==> src/rtl/spi_word_receiver.sv <==
// SPI mode-0 slave that deserialises MSB-first command words into a small
// first-word-fall-through FIFO with a valid/ready consumer port.
module spi_word_receiver #(
    parameter int unsigned WORD_BITS   = 24,
    parameter int unsigned FIFO_DEPTH  = 8,
    parameter int unsigned SYNC_STAGES = 2
) (
    input  logic                          i_clk,
    input  logic                          i_rst,
    input  logic                          i_spi_clk,
    input  logic                          i_spi_cs,
    input  logic                          i_spi_mosi,
    output logic [WORD_BITS-1:0]          o_word_data,
    output logic                          o_word_valid,
    input  logic                          i_word_ready,
    output logic [$clog2(FIFO_DEPTH):0]   o_fifo_level,
    output logic                          o_overflow,
    output logic                          o_frame_err,
    input  logic                          i_clear_err
);

    localparam int unsigned AW = $clog2(FIFO_DEPTH);
    localparam int unsigned CW = $clog2(WORD_BITS);

    typedef enum logic {StIdle, StActive} state_t;

    logic [SYNC_STAGES-1:0] sck_sync, cs_sync, mosi_sync;
    logic                   sck_d, cs_d;
    logic                   sck_rise_q, cs_fall_q, cs_rise_q, mosi_q;

    state_t                 state_q;
    logic [CW-1:0]          cnt_q;
    logic [WORD_BITS-1:0]   shreg_q;
    logic                   push_q;

    logic [WORD_BITS-1:0]   mem [FIFO_DEPTH];
    logic [AW:0]            wptr_q, rptr_q, wptr_d, rptr_d;
    logic                   pop, full, accept;
    logic [WORD_BITS-1:0]   data_d;

    // CS sync resets low so a CS already low at reset release is not seen as a falling edge.
    always_ff @(posedge i_clk or posedge i_rst) begin
        if (i_rst) begin
            sck_sync   <= '0;
            cs_sync    <= '0;
            mosi_sync  <= '0;
            sck_d      <= 1'b0;
            cs_d       <= 1'b0;
            sck_rise_q <= 1'b0;
            cs_fall_q  <= 1'b0;
            cs_rise_q  <= 1'b0;
            mosi_q     <= 1'b0;
        end else begin
            sck_sync   <= {sck_sync[SYNC_STAGES-2:0], i_spi_clk};
            cs_sync    <= {cs_sync[SYNC_STAGES-2:0], i_spi_cs};
            mosi_sync  <= {mosi_sync[SYNC_STAGES-2:0], i_spi_mosi};
            sck_d      <= sck_sync[SYNC_STAGES-1];
            cs_d       <= cs_sync[SYNC_STAGES-1];
            sck_rise_q <= sck_sync[SYNC_STAGES-1] & ~sck_d;
            cs_fall_q  <= ~cs_sync[SYNC_STAGES-1] & cs_d;
            cs_rise_q  <= cs_sync[SYNC_STAGES-1] & ~cs_d;
            mosi_q     <= mosi_sync[SYNC_STAGES-1];
        end
    end

    always_ff @(posedge i_clk or posedge i_rst) begin
        if (i_rst) begin
            state_q     <= StIdle;
            cnt_q       <= '0;
            shreg_q     <= '0;
            push_q      <= 1'b0;
            o_frame_err <= 1'b0;
        end else begin
            push_q      <= 1'b0;
            o_frame_err <= o_frame_err & ~i_clear_err;
            case (state_q)
                StIdle: begin
                    cnt_q <= '0;
                    if (cs_fall_q) begin
                        state_q <= StActive;
                    end
                end
                StActive: begin
                    if (cs_rise_q) begin
                        state_q <= StIdle;
                        cnt_q   <= '0;
                        if (cnt_q != '0) begin
                            o_frame_err <= 1'b1;
                        end
                    end else if (sck_rise_q) begin
                        shreg_q <= {shreg_q[WORD_BITS-2:0], mosi_q};
                        if (cnt_q == CW'(WORD_BITS - 1)) begin
                            cnt_q  <= '0;
                            push_q <= 1'b1;
                        end else begin
                            cnt_q <= cnt_q + 1'b1;
                        end
                    end
                end
                default: state_q <= StIdle;
            endcase
        end
    end

    always_comb begin
        pop    = o_word_valid & i_word_ready;
        full   = (wptr_q[AW] != rptr_q[AW]) && (wptr_q[AW-1:0] == rptr_q[AW-1:0]);
        accept = push_q & (~full | pop);
        wptr_d = accept ? wptr_q + 1'b1 : wptr_q;
        rptr_d = pop ? rptr_q + 1'b1 : rptr_q;
        // The word being written this cycle becomes the head if it lands on the next read slot.
        if (accept && (wptr_q[AW-1:0] == rptr_d[AW-1:0])) begin
            data_d = shreg_q;
        end else begin
            data_d = mem[rptr_d[AW-1:0]];
        end
    end

    always_ff @(posedge i_clk) begin
        if (accept) begin
            mem[wptr_q[AW-1:0]] <= shreg_q;
        end
    end

    always_ff @(posedge i_clk or posedge i_rst) begin
        if (i_rst) begin
            wptr_q       <= '0;
            rptr_q       <= '0;
            o_word_valid <= 1'b0;
            o_word_data  <= '0;
            o_fifo_level <= '0;
            o_overflow   <= 1'b0;
        end else begin
            wptr_q       <= wptr_d;
            rptr_q       <= rptr_d;
            o_word_valid <= wptr_d != rptr_d;
            o_word_data  <= data_d;
            o_fifo_level <= wptr_d - rptr_d;
            o_overflow   <= (o_overflow & ~i_clear_err) | (push_q & ~accept);
        end
    end

endmodule

==> config.mk <==
export PLATFORM = sky130hd
export DESIGN_NAME = spi_word_receiver
export DESIGN_NICKNAME = d
export VERILOG_FILES = /design/src/rtl/spi_word_receiver.sv
export SDC_FILE = /design/constraint.sdc
export NUM_CORES = 1
export LEC_CHECK = 0
export CAP_MARGIN = 15
export CELL_PAD_IN_SITES_DETAIL_PLACEMENT = 2
export CELL_PAD_IN_SITES_GLOBAL_PLACEMENT = 2
export CORE_UTILIZATION = 30
export DETAILED_ROUTE_END_ITERATION = 8
export GPL_TIMING_DRIVEN = 0
export PLACE_DENSITY_LB_ADDON = 0.08
export SKIP_LAST_GASP = 1
export SYNTH_ARGS = -nofsm -noshare
export SYNTH_HDL_FRONTEND = slang
export SYNTH_SLANG_ARGS = --single-unit
==> constraint.sdc <==
create_clock -name i_clk -period 5 [get_ports i_clk]
set_clock_uncertainty 0.1 [all_clocks]
set_input_delay 0.75 -clock i_clk [delete_from_list [all_inputs] [get_ports i_clk]]
set_output_delay 0.75 -clock i_clk [all_outputs]
set_load 0.005 [all_outputs]
### After elaboration in Yosys (flattened, before gate mapping)

Memory sizes are Yosys's and may differ from the RTL's. A register that Yosys moved wholly into a read port is not among the register bits.
Cells that the tools add are included.

* register bits after elaboration: 58
* bits in writable memories: 192
* input port bits: 7
* output and inout bits: 31
* word-level logic and storage cells: 68
* memories kept: 1

* add/subtract/negate cells: 4
* eq/ne operators: 5
* muxes and demuxes: 18
* bitwise gates (word level): 18
* reductions and logical operators: 3

Memory list
* mem: words 8, bits a word 24, rd ports 1, clocked after Yosys merged registers in 1, write ports 1, line 36 `logic [WORD_BITS-1:0] mem [FIFO_DEPTH];`

Operator list (count)
* 5-bit 2-to-1 mux: 3
* 1-bit 2-to-1 mux: 11
* 5-bit one-hot mux with 2 select lines: 1
* 4-bit by 1-bit adder with 4-bit output (second input constant): 2
* 1-bit bitwise AND: 8
* 4-bit 2-to-1 mux: 2
* 1-bit inverter: 8
* 5-bit by 1-bit adder with 5-bit output (second input constant): 1
* 5-bit == test (second input constant): 1
* 5-bit nonzero test: 1
* 4-bit inequality test: 1
* 4-bit subtractor: 1
* 3-bit == test: 1
* 3-bit inequality test (second input constant): 1
* 3-bit AND reduction: 1
* 1-bit OR: 2
* 1-bit one-hot mux with 2 select lines: 1
* 1-bit logical AND: 1
* 1-bit inequality test: 1

### Logic depth before layout (Yosys ltp)

Gate-level depths: netlist (run 1).

* depth in word-level cells: 8
* mapped depth: 11
* depth with buffers taken out: 10

### Worst setup path before layout (run 1)

No wires, ideal clock.

* path kind: in2reg
* from: input i_word_ready
* to: memory mem[4][0] (enable)
* setup time: 0.475 ns
* data arrival time: 3.841 ns
* data required time: 4.425 ns
* path slack: 0.584 ns
* stages: 5
* buffers on the path: 2
* cells stage by stage: buf_2 -> and2_4 -> buf_6 -> o21ai_2 -> nor4b_1

* cells in the longest elaborated chain, start to end: 5

RTL lines
* from (decl): line 15 `input logic i_word_ready,`
* 1-bit bitwise AND: line 106 `pop = o_word_valid & i_word_ready;`
* 1-bit OR: line 108 `accept = push_q & (~full | pop);`
* 1-bit bitwise AND: line 108
* 1-bit 2-to-1 mux: line 120 `if (accept) begin`
* 1-bit 2-to-1 mux (not written as such): line 121 `mem[wptr_q[AW-1:0]] <= shreg_q;`
* to (decl): line 36

No other way between the ends.

### Final worst setup path (run 1)

* from: register rptr_q[0]
* to: register o_word_data[6], read port of mem

* cells in the longest elaborated chain, start to end: 2

RTL lines
* from (decl): line 37 `logic [AW:0] wptr_q, rptr_q, wptr_d, rptr_d;`
* from (signal assigned): line 135 `rptr_q <= rptr_d;`
* 4-bit by 1-bit adder with 4-bit output: line 110 `rptr_d = pop ? rptr_q + 1'b1 : rptr_q;`
* 4-bit 2-to-1 mux *: line 110
* to (decl): line 13 `output logic [WORD_BITS-1:0] o_word_data,`

Mark *: on every way between the ends. The rest lies on a longest branch, timed or not.
A chain may end at the register's enable or synchronous reset.

==> results_dict.tcl, run 1 <==
set metrics [dict create \
    status "finished clean" \
    holdPathStages 0 \
    critical_path.max_fanout 10 \
    syn-num-nets 1024 \
    cp-start-kind "register" \
    final_cell_mix "edfxtp_1, inv_1, dfrtp_1" \
    slowest_stage "clkbuf_1" \
    slew_headroom_pct 33.1 \
    area_growth_pct 18.9 \
    grt_util_all_layers_pct 21.4 \
    yosys_register_bits 274 \
    first_pass_iters 5 \
    critPathTopFamily "buffers and inverters" \
    post_cts_buffers 0 \
    required_ns 5.33 \
    h-tree-depth 2 \
    grt_first_pass_wirelength_um 69200 \
    grt_max_degree 50 \
    synthArstFlopShare_pct 29.9 \
    die_h_um 210 \
    cts_buffers 35 \
    p_seq_share_pct 28.2 \
    drv_slew 0 \
    worst_pin_slew_ns 1.00 \
    worstPathArrival_ns 3.61 \
    cts_repair_resize_count 0 \
    drt_iter0_markers 488 \
    grt_pass1_vias 10300 \
    end_kind "register" \
    clkPwrFrac_pct 25.4 \
    yosysTopAreaCell "edfxtp_1" \
    p_sw_w 0.00396 \
    num_vias 9221 \
    min_to "cs_sync[1]" \
    final_common_cell "edfxtp_1" \
    die_x_um 210 \
    final_layout_size_suffix_gt1_share_pct 14.5 \
    rsz0062_at_grt "no" \
    period_minus_slack_ns 3.28 \
    worstSetupPathType "reg2reg" \
    place_hpwl_um 32400 \
    cts.sinks 274 \
    tns_ns 0 \
    synthTopCellsByArea "edfxtp_1, dfrtp_1, o2111a_1" \
    num_antenna_cells 0 \
    synth_top_area_share_pct 44.2 \
    io_pins 38 \
    drc_errors 0 \
    routed_via_density 5.40 \
    post-route-period-util_pct 65.6 \
    fill_cells 4378 \
    drt-total-wl_um 46300 \
    postRouteAntennaNets 0 \
    netlist_area_mm2 0.0130 \
    timing.rr.start "rptr_q[0]" \
    reg2reg_depth 8 \
    cts.clk_slew.worst_paths_ns 0.06 \
    holdWs_ns 0.243 \
    synth_ff_type "edfxtp_1" \
    synth-edff-count 192 \
    synth_area_per_cell_um2 12.9 \
    p_comb_share_pct 46.4 \
    layout.nets 1119 \
    hold_viol_final 0 \
    clockRootBuffer "clkbuf_16" \
    min-delay-start "cs_sync[0]" \
    peakVddDrop_mv 0.260 \
    rows 75 \
    setup_ws_ns 1.72 \
    die-area_mm2 0.0443 \
    hp-class "reg2reg" \
    clock_path_buffers 3 \
    switching_share_pct 40.3 \
    rrSetupSlack_ns 1.72 \
    wl_per_cell_um 27.1 \
    cp_cell_sequence "ha_1 -> buf_2 -> clkbuf_1 -> clkbuf_1 -> a211o_1 -> o221ai_1 -> a32o_1 -> mux2_4" \
    postSynthCellCount 1009 \
    grt-ovfl-total 0 \
    port_buffers 36 \
    gp_congestion 0.792 \
    pwr_density_cell_mw_per_mm2 634 \
    r2r-end "o_word_data[6]" \
    synth-warning-count 0 \
    cap_viol_max_count 0 \
    timing.fmax_mhz 305 \
    antenna_found_initial 0 \
    crit_buf_inv 3 \
    p_int_w 0.00587 \
    coreArea_mm2 0.0424 \
    dp_slack_ns 1.76 \
    start_util_pct 30.7 \
    max_stage_delay_ns 0.70 \
    tritoncts "yes" \
    synth_cell_types 53 \
    seq_area_frac_synth_pct 60.0 \
    p_leak_nw 5.80 \
    setup_viol 0 \
    clk_latency_ns 0.54 \
    cp_common_cell "clkbuf_1" \
    ctsHoldBuffers 0 \
]
metrics by stage:
step / cells / instance area, um^2 / util [%] / total power [W]
2_1_floorplan: 1009 / 13000 / - / 0.00558
3_5_place_dp: 1644 / 14400 / 33.9 / 0.00738
6_report: 1707 / 15500 / 36.5 / 0.00983
3_3_place_gp: 1622 / 14100 / 33.3 / 0.00732
5_1_grt: 1707 / 15500 / 36.5 / 0.0103
4_1_cts: 1707 / 15500 / 36.5 / 0.00994
metal layers:
layer	part of all wire [%]	global-route usage [%]	routed length (um)	up-vias
met5	0	0	0	-
met4	2.7	6.77	1260	0
met3	2.8	2.91	1300	78
met2	47	35.2	21800	167
met1	47	29.2	22000	4864
li1	-	-	-	4112
Yosys cell counts (9+ instances only):
cell / number
a211o_1: 46
a31oi_1: 69
a32o_1: 23
buf_1: 9
buf_2: 29
clkbuf_1: 57
dfrtp_1: 82
edfxtp_1: 192
inv_1: 83
mux2_2: 27
mux2_4: 20
nand2_1: 16
nand2b_1: 50
nand3b_1: 24
nor3_1: 50
o2111a_1: 46
o21bai_1: 46
o221ai_1: 46
xnor2_1: 10
logic make-up (layout without fill, tap and decap cells):
| kind of cell | after synthesis | count (layout) | synth area share, % |
|---|---|---|---|
| AOI/OAI and AO/OA | 299 | 299 | 19.1 |
| muxes | 48 | 48 | 4.81 |
| and+or+nand+nor | 180 | 180 | 8.24 |
| adders and majority gates | 8 | 8 | 0.826 |
| xor gates and xnor gates | 18 | 18 | 1.21 |
| buffers and inverters | 182 | 303 | 5.86 |
| DFF | 274 | 274 | 60.0 |
flip-flops by register name, indices dropped and copies added (netlist names), 2 cells and up:
signal	count
cs_sync	2
mem	192
o_word_data	24
cnt_q	5
sck_sync	2
rptr_q	4
o_fifo_level	4
shreg_q	24
wptr_q	4
mosi_sync	2
how the worst max path moves through the flow:
| stage | start | depth (start not counted) | slack [ns] | endpoint |
|---|---|---|---|---|
| 2_1_floorplan | i_word_ready | 5 | 0.58 | mem[4][0] |
| 3_3_place_gp | i_word_ready | 5 | -2.96 | mem[1][11] |
| 3_5_place_dp | rptr_q[0] | 8 | 1.76 | o_word_data[6] |
| 4_1_cts | rptr_q[0] | 8 | 1.75 | o_word_data[14] |
| 5_1_grt | rptr_q[0] | 8 | 1.63 | o_word_data[6] |
| 6_report | rptr_q[0] | 8 | 1.72 | o_word_data[6] |
area by class of cell:
class | instances | area [um^2] | share of cell area, %
plain buffers | 99 | 452 | 2.91
clock buffers | 54 | 1050 | 6.77
clock inverters | 9 | 68.8 | 0.444
inverters | 83 | 314 | 2.03
multi-input cells | 553 | 4490 | 28.9
flip-flops and latches | 274 | 7820 | 50.4
well taps | 577 | 722 | 4.66
repair buffers | 58 | 588 | 3.79
power by group through the flow:
stage	clock network (W)	registers, W	logic [W]
5_1_grt	0.00263	0.00279	0.00487
2_1_floorplan	0	0.00278	0.00280
3_3_place_gp	0	0.00281	0.00451
4_1_cts	0.00257	0.00278	0.00459
3_5_place_dp	0	0.00282	0.00456
6_report	0.00250	0.00277	0.00456
Power figures use the tool's default switching activity.
==> run 2: changes to the inputs <==
==> constraint.sdc (replaced) <==
create_clock -name i_clk -period 2.9 [get_ports i_clk]
set_clock_uncertainty 0.1 [all_clocks]
set_input_delay 0.435 -clock i_clk [delete_from_list [all_inputs] [get_ports i_clk]]
set_output_delay 0.435 -clock i_clk [all_outputs]
set_load 0.005 [all_outputs]
==> run 2 against run 1 <==
Global-route usage decreased by 0.15 points. Cell count unchanged. Final area increased by 1.6%. Via count decreased by 1.1%. Register-to-register slack got worse by 1.6 ns. Clock power increased by 87%. Critical endpoint is now o_word_data[7]. Largest power group unchanged.
==> results_dict.tcl, run 2 (synthesized netlist as in run 1, its figures left out) <==
set metrics [dict create \
    rows 75 \
    grtUsageMet2_pct 35.6 \
    largest_reg_flops 192 \
    finalInstanceArea_mm2 0.0157 \
    gp_congestion 0.780 \
    gr-usage-met1_pct 28.2 \
    die-area_mm2 0.0443 \
    drv_slew 0 \
    timing.rr.start "rptr_q[0]" \
    slew_headroom_pct 35.2 \
    post-route-period-util_pct 96.9 \
    clockRootBuffer "clkbuf_16" \
    p_leak_nw 5.88 \
    multi_input_area_mm2 0.00455 \
    worstSetupPathType "reg2reg" \
    setup_viol 0 \
    h-tree-depth 2 \
    layout.nets 1115 \
    die_x_um 210 \
    worst_pin_slew_ns 0.973 \
    dp_slack_ns -0.415 \
    tns_ns 0 \
    period_minus_slack_ns 2.81 \
    timing.fmax_mhz 356 \
    io_pins 38 \
    final_cell_mix "edfxtp_1, inv_1, dfrtp_1" \
    finalPower_w 0.0173 \
    start_util_pct 30.7 \
    grt_util_all_layers_pct 21.3 \
    num_vias 9119 \
    first_pass_iters 5 \
    cts.clk_slew.worst_paths_ns 0.05 \
    rrSetupSlack_ns 0.09 \
    peakVddDrop_mv 0.491 \
    cts_buffers 37 \
    area_growth_pct 20.8 \
    place_area_mm2 0.0144 \
    grt_first_pass_wirelength_um 68200 \
    antenna_found_initial 2 \
    postRouteAntennaNets 0 \
    drt_iter0_markers 554 \
    wl_per_cell_um 26.9 \
    final_common_cell "edfxtp_1" \
    fill_cells 4407 \
    cts.sinks 274 \
    die_h_um 210 \
    hold_viol_final 0 \
    worstPathArrival_ns 3.14 \
    coreArea_mm2 0.0424 \
    seq_area_mm2 0.00782 \
    holdWs_ns 0.156 \
    grt_max_degree 57 \
    port_buffers 36 \
    r2r-end "o_word_data[7]" \
    clk_latency_ns 0.55 \
    hp-class "in2async" \
    globalRoute.busiestLayer "met2" \
    status "finished clean" \
    critical_path.max_fanout 10 \
    place_hpwl_um 32000 \
    end_kind "register" \
    tritoncts "yes" \
    required_ns 3.23 \
    drt-total-wl_um 46000 \
    setup_ws_ns 0.0885 \
    cap_viol_max_count 0 \
    grtUsageMet3_pct 2.58 \
    grt_pass1_vias 10300 \
    grt-ovfl-total 0 \
    rsz0062_at_grt "no" \
    ctsHoldBuffers 0 \
    drc_errors 0 \
    final_layout_size_suffix_gt1_share_pct 15.8 \
    reg2reg_depth 7 \
    pwr_density_cell_mw_per_mm2 1100 \
    routed_via_density 5.34 \
    clock_path_buffers 3 \
    cp-start-kind "register" \
]
==> run 2: cell types whose count changed in the layout (fill, tap and decap cells not counted), moves of 3 or more <==
cell | previous run | this run
buf_4 | 15 | 3
buf_8 | 0 | 4
clkbuf_1 | 68 | 60
clkbuf_16 | 37 | 40
clkbuf_2 | 0 | 9
clkinv_1 | 4 | 0
==> run 2: timing repair <==
item,in CTS,in global routing
setup endpoints to repair,51,11
pin swaps,1,0
gates resized for setup,10,8
hold endpoints to repair,0,0
buffers inserted,2,0
==> run 2: stage by stage <==
step,util [%],instances
CTS,37.1,1705
detailed placement,34.0,1635
finish,37.1,1707
floorplan,-,1009
global placement,33.4,1622
global route,37.1,1706
==> run 2: where the power goes <==
group / internal (W) / total (W) / switching, W / leakage (nW)
registers: 0.00455 / 0.00478 / 0.000230 / 2.81
clock network: 0.00292 / 0.00467 / 0.00175 / 0.615
logic: 0.00303 / 0.00789 / 0.00486 / 2.46
==> run 2: how the worst max path moves through the flow <==
stage | start | end | slack [ns] | depth (start not counted)
after detailed placement | rptr_q[0] | o_word_data[23] | -0.41 | 8
after CTS | rptr_q[1] | mem[7][15] | -0.007 | 6
after floorplan | i_word_ready | mem[4][0] | -0.03 | 5
after global placement | rptr_q[0] | mem[1][11] | -2.07 | 4
after global routing | o_word_valid | o_word_data[7] | 0.02 | 8
final | rptr_q[0] | o_word_data[7] | 0.09 | 7
==> run 2: layout make-up <==
class                      count  share of cell area [%]
antenna                        1                  0.0159
buffer                        99                    2.95
clock buffer                  58                    7.10
clock inverter                10                   0.842
inverter                      83                    1.99
multi-input combinational    553                    28.9
sequential                   274                    49.7
tap                          577                    4.59
timing repair buffer          52                    3.95
==> run 2: critical path: stages, from the launching register on <==
cell	delay (ns)
dfrtp_2	0.49
ha_1	0.30
buf_2	0.22
clkbuf_1	0.69
a211o_1	0.20
o221ai_1	0.11
a32o_1	0.32
mux2_4	0.26
==> run 2: layer usage <==
layer | wire (um) | vias to the layer above
li1 | - | 4101
met1 | 21100 | 4775
met2 | 22200 | 164
met3 | 1420 | 79
met4 | 1270 | 0
met5 | 0 | -
